### src/rtl/uart_tx_unit.sv
// uart_tx_unit: memory-mapped 8N1 UART transmitter on the MEM-stage data bus.
// One holding byte (TXD) feeds a shifter; CON exposes IE/DONE/BUSY/FULL/OVR.
//
// state   | meaning
// --------+--------------------------------------------------
// S_IDLE  | line high, waiting for the holding byte
// S_START | start bit (0) for DIVISOR cycles
// S_DATA  | data bit shifter[bit_idx] for DIVISOR cycles, LSB first
// S_STOP  | stop bit (1); DONE set on terminal count
module uart_tx_unit #(
  parameter int DIVISOR = 10417
) (
  input  logic        reset,
  input  logic        clk,
  input  logic        MemRd,
  input  logic        MemWr,
  input  logic [31:0] Addr,
  input  logic [31:0] WriteData,
  output logic [31:0] ReadData,
  output logic        UART_TX,
  output logic        IRQ
);

  localparam logic [31:0] ADDR_TXD = 32'h4000_0018;
  localparam logic [31:0] ADDR_CON = 32'h4000_0020;
  localparam int          CW       = $clog2(DIVISOR);
  localparam logic [CW-1:0] BAUD_TC = CW'(DIVISOR - 1);

  typedef enum logic [1:0] {S_IDLE, S_START, S_DATA, S_STOP} state_t;

  state_t        state;
  logic [CW-1:0] baud_cnt;
  logic [2:0]    bit_idx;
  logic [7:0]    shifter;
  logic [7:0]    hold;
  logic          full;
  logic          ie;
  logic          done;
  logic          ovr;
  logic          tx;

  logic txd_wr, con_wr, con_rd;
  logic baud_tc, stop_end, move, busy;

  assign txd_wr   = MemWr && (Addr == ADDR_TXD);
  assign con_wr   = MemWr && (Addr == ADDR_CON);
  assign con_rd   = MemRd && (Addr == ADDR_CON);
  assign baud_tc  = (baud_cnt == BAUD_TC);
  assign stop_end = (state == S_STOP) && baud_tc;
  // Holding byte moves to the shifter either from idle or straight out of a stop bit.
  assign move     = full && ((state == S_IDLE) || stop_end);
  assign busy     = (state != S_IDLE);

  assign UART_TX  = tx;
  assign IRQ      = done & ie;

  // Zero-latency read path for the single-cycle MEM stage.
  always_comb begin
    ReadData = '0;
    if (con_rd) ReadData = {26'b0, ovr, full, busy, done, 1'b0, ie};
  end

  // Frame sequencer; the line level is registered alongside the state.
  always_ff @(posedge clk or negedge reset) begin
    if (!reset) begin
      state    <= S_IDLE;
      baud_cnt <= '0;
      bit_idx  <= '0;
      shifter  <= '0;
      tx       <= 1'b1;
    end else begin
      case (state)
        S_IDLE: begin
          baud_cnt <= '0;
          tx       <= 1'b1;
          if (full) begin
            shifter <= hold;
            state   <= S_START;
            tx      <= 1'b0;
          end
        end
        S_START: begin
          if (baud_tc) begin
            baud_cnt <= '0;
            bit_idx  <= '0;
            state    <= S_DATA;
            tx       <= shifter[0];
          end else begin
            baud_cnt <= baud_cnt + CW'(1);
          end
        end
        S_DATA: begin
          if (baud_tc) begin
            baud_cnt <= '0;
            if (bit_idx == 3'd7) begin
              state <= S_STOP;
              tx    <= 1'b1;
            end else begin
              bit_idx <= bit_idx + 3'd1;
              tx      <= shifter[bit_idx + 3'd1];
            end
          end else begin
            baud_cnt <= baud_cnt + CW'(1);
          end
        end
        S_STOP: begin
          if (baud_tc) begin
            baud_cnt <= '0;
            if (full) begin
              shifter <= hold;
              state   <= S_START;
              tx      <= 1'b0;
            end else begin
              state <= S_IDLE;
              tx    <= 1'b1;
            end
          end else begin
            baud_cnt <= baud_cnt + CW'(1);
          end
        end
        default: begin
          state    <= S_IDLE;
          baud_cnt <= '0;
          tx       <= 1'b1;
        end
      endcase
    end
  end

  // Holding register, sticky status and interrupt enable.
  always_ff @(posedge clk or negedge reset) begin
    if (!reset) begin
      hold <= '0;
      full <= 1'b0;
      ovr  <= 1'b0;
      done <= 1'b0;
      ie   <= 1'b0;
    end else begin
      // A write on the move edge refills the slot being vacated.
      if (txd_wr && (!full || move)) begin
        hold <= WriteData[7:0];
        full <= 1'b1;
      end else if (move) begin
        full <= 1'b0;
      end

      if (txd_wr && full && !move) ovr <= 1'b1;
      else if (con_rd)             ovr <= 1'b0;

      // Set beats a coincident read-clear.
      if (stop_end)    done <= 1'b1;
      else if (con_rd) done <= 1'b0;

      if (con_wr) ie <= WriteData[0];
    end
  end

endmodule
### config.mk
export PLATFORM = sky130hd
export DESIGN_NAME = uart_tx_unit
export DESIGN_NICKNAME = d
export VERILOG_FILES = /design/src/rtl/uart_tx_unit.sv
export SDC_FILE = /design/constraint.sdc
export NUM_CORES = 1
export LEC_CHECK = 0
export BUFFER_PORTS_ARGS = -buffer_cell sky130_fd_sc_hd__buf_2
export CAP_MARGIN = 40
export CORE_ASPECT_RATIO = 0.7
export CORE_MARGIN = 10
export CORE_UTILIZATION = 40
export CTS_BUF_LIST = sky130_fd_sc_hd__clkbuf_4
export CTS_CLUSTER_SIZE = 24
export DETAILED_ROUTE_END_ITERATION = 10
export PLACE_DENSITY_LB_ADDON = 0.2
export SYNTH_ARGS = -nofsm -noshare
export SYNTH_HDL_FRONTEND = slang
export SYNTH_SLANG_ARGS = --single-unit
### constraint.sdc
create_clock -name clk -period 2.2 [get_ports clk]
set_input_delay 0.44 -clock clk [delete_from_list [all_inputs] [get_ports clk]]
set_output_delay 0.44 -clock clk [all_outputs]
set_load 0.02 [all_outputs]
==> results.ini <==
[routing]
vias = 1609
via_per_inst = 4.55
detail-route-antenna-nets = 0
drt_iter0_drc = 69
wl_per_cell_um = 13.9
first_pass_iters = 4
post-route-drc-count = 0
drt-total-wl_um = 4910

[timing]
hold_viol = 0
tightest_slew_ns = 0.505
fmax_mhz = 475
skew_ns = 0.00880
hold_slack_ns = 0.135
period_needed_ns = 2.11
period_share_pct = 95.7
slew_headroom_pct = 66.3
final-max-slew-violation-count = 0
finalSetupViolations = 0

[floorplanning]
die_area_sq_um = 9410
rows = 23
initial_utilization_pct = 41.1
die_y_um = 84.2
core-area_sq_um = 5730
die_x_um = 112
io_pins = 102

[cts]
htreeDepth = 2
cts_buffers = 5
postCtsSetupBuffers = 0
clock-sinks = 40
clockRootBuffer = clkbuf_4
cts_tree = yes
clk_pin_slew_ns = 0.12
clock_path_buffers = 2
insertion_delay_ns = 0.34

[outcome]
outcome = complete, no violations

[setup_path]
crit_top_cell = buf_4
required_ns = 1.76
max_stage_delay_ns = 0.29
startpoint = Addr[16]
start_kind = primary input
path_delay_family = simple AND/OR/NAND/NOR gates
r2r-start = baud_cnt[8]
cp_data_arrival_time_ns = 1.67
slowest_stage = nor4_1
critPathKind = primary input to output pin
worstPathCellList = buf_2 > nor4_1 > nand4_1 > nor3_1 > buf_4 > nand2_1 > nor2_1 > buf_4
end_kind = output pin
cp_num_buf_inv = 3
worst-path-max-fanout = 6

[final_layout]
design_area_sq_um = 2700
antenna_cells = 0
area_growth_pct = 14.5
fillCellCount = 545
final_nets = 355
multiInputGateArea_sq_um = 1210
seqCellArea_sq_um = 1000
drive_gt1_share_pct = 33.3

[global_routing]
met2_usage_pct = 16.7
use_met3_pct = 3.62
grt_overflow = 0
grt_pass1_wl_um = 8040
grt_pass1_vias = 1713
grt_max_degree = 41
use_met1_pct = 11.8
antenna_found_initial = 0
busiest_layer = met2
grt_usage_pct = 10.1

[placed_design]
io_buffer_count = 50
place_hpwl_um = 3860
place_area_sq_um = 2620
place.gp.congestion = 0.746

[hold_path]
hold_path_class = primary input to asynchronous set/reset pin

[synthesis]
syn_avg_cell_area_sq_um = 10.8
synth_area_sq_um = 2360
synth_area_leaders = dfrtp_1 (41%), mux2_4 (10%), buf_4 (8.6%), ha_1 (4.8%), nor2_1 (4.0%)
syn_inst = 219
synth_largest_area_cell = dfrtp_1
synth-seq-area-share_pct = 42.5
ys_ff_latch = 40
ys_async_sr_fraction_pct = 100
synth_top_area_share_pct = 41.4
yosys.cell_types.count = 39
ys_warn_count = 0
synth_edf_count = 0
netlist_top_cells_count = dfrtp_1 (39), buf_4 (27), nor2_1 (25), mux2_4 (16), nand2_1 (14)
synth_most_common_cell = dfrtp_1
synthFlopType = dfrtp_1

[power_and_ir_drop]
total_power_mw = 1.22
powerDensity_nw_per_um2 = 452
leakagePower_nw = 1.37
ir_drop_mv = 0.210

[flow_run]
maxCapViolations = 0

-- power breakdown --
part           switching, mW  leakage (nW)  total, mW  internal (mW)
logic                 0.0723         0.777      0.104         0.0318
clock network          0.233        0.0338      0.381          0.148
registers         0.00000356         0.556      0.735          0.735
-- worst reg2reg max path: stages (launching register included) --
cell     delay, ns
dfrtp_1       0.43
or4_4         0.56
nor4_4        0.18
and2_1        0.32
o21ai_4       0.18
mux2_4        0.33
-- placed cells by master, fill, tap and decap left out, types with 2 or more instances in the layout --
cell type,netlist,routed
nand2b_1,2,2
ha_1,9,9
or2_2,2,2
xor2_1,9,9
o21ai_4,2,2
nor4_1,5,3
a211oi_1,2,2
nor2b_1,2,2
xnor2_1,3,3
clkbuf_4,0,7
buf_4,27,7
mux4_2,2,2
and3_1,5,5
dfrtp_1,39,39
inv_1,9,9
nor3_1,4,4
a21oi_1,2,2
and2_1,2,2
buf_2,1,49
o21ai_0,4,4
nand4_1,6,6
a22o_1,5,5
mux2_4,16,16
nor2_1,25,25
mux2_2,2,2
nand3_1,7,7
nor4_2,0,2
conb_1,1,27
nand2_1,14,14
-- routing by layer --
metal  vias up  wire length, um
met5         -                0
met3         6              252
met2        32             2390
met4         0               50
li1        815                -
met1       756             2220
-- cell families (layout without fill, tap and decap cells) --
| kind of cell | Yosys count | after routing | synth area share (%) |
|---|---|---|---|
| buffers and inverters | 39 | 73 | 10.9 |
| multiplexers | 21 | 21 | 13.5 |
| AND/OR/NAND/NOR | 79 | 79 | 17.5 |
| AO/OA/AOI/OAI | 18 | 18 | 6.16 |
| XOR/XNOR | 12 | 12 | 4.46 |
| flip-flops | 40 | 40 | 42.5 |
| other | 1 | 27 | 0.159 |
| adder cells (fa/ha/maj) | 9 | 9 | 4.78 |
-- through the flow --
step / setup slack, ns / instances / utilization, % / TNS, ns
after floorplan: 0.122 / 245 / - / 0
after global placement: 0.0313 / 346 / 45.8 / 0
after detailed placement: 0.0168 / 346 / 45.8 / 0
after CTS: 0.0170 / 354 / 46.7 / 0
after global routing: -0.0123 / 354 / 47.1 / -0.0123
final: 0.0939 / 354 / 47.1 / 0
-- path summary, 6_finish.rpt --
check | to | slack [ns] | cells past startpoint
worst min-delay path | baud_cnt[3] | 0.13 | 2
worst min register to register | baud_cnt[0] | 0.50 | 1
max in group asynchronous | UART_TX | 1.71 | 2
worst max register to register | shifter[6] | 0.10 | 5
min in group clk | hold[3] | 0.32 | 2
worst max-delay path | ReadData[3] | 0.09 | 8
-- sequential cells by signal, indices dropped and copies added, names as in the netlist --
name      flops
shifter       8
UART_TX       1
done          1
ovr           1
state         2
baud_cnt     14
ie            1
bit_idx       3
full          1
hold          8
-- repair_timing --
action / 4_1_cts / 5_1_grt
endpoints found under the hold margin: 0 / 0
hold buffers: 0 / 0
setup endpoints to repair: 0 / 5
resized for setup: 0 / 4
-- final cells by class --
type / instances / share of cell area, %
inverters: 9 / 1.25
multi-input cells: 166 / 45.0
well taps: 75 / 3.48
clock buffers: 7 / 1.95
clock inverters: 1 / 0.139
flip-flops and latches: 40 / 37.2
repair buffers: 56 / 11.0
(Power assumes the default switching activity.)
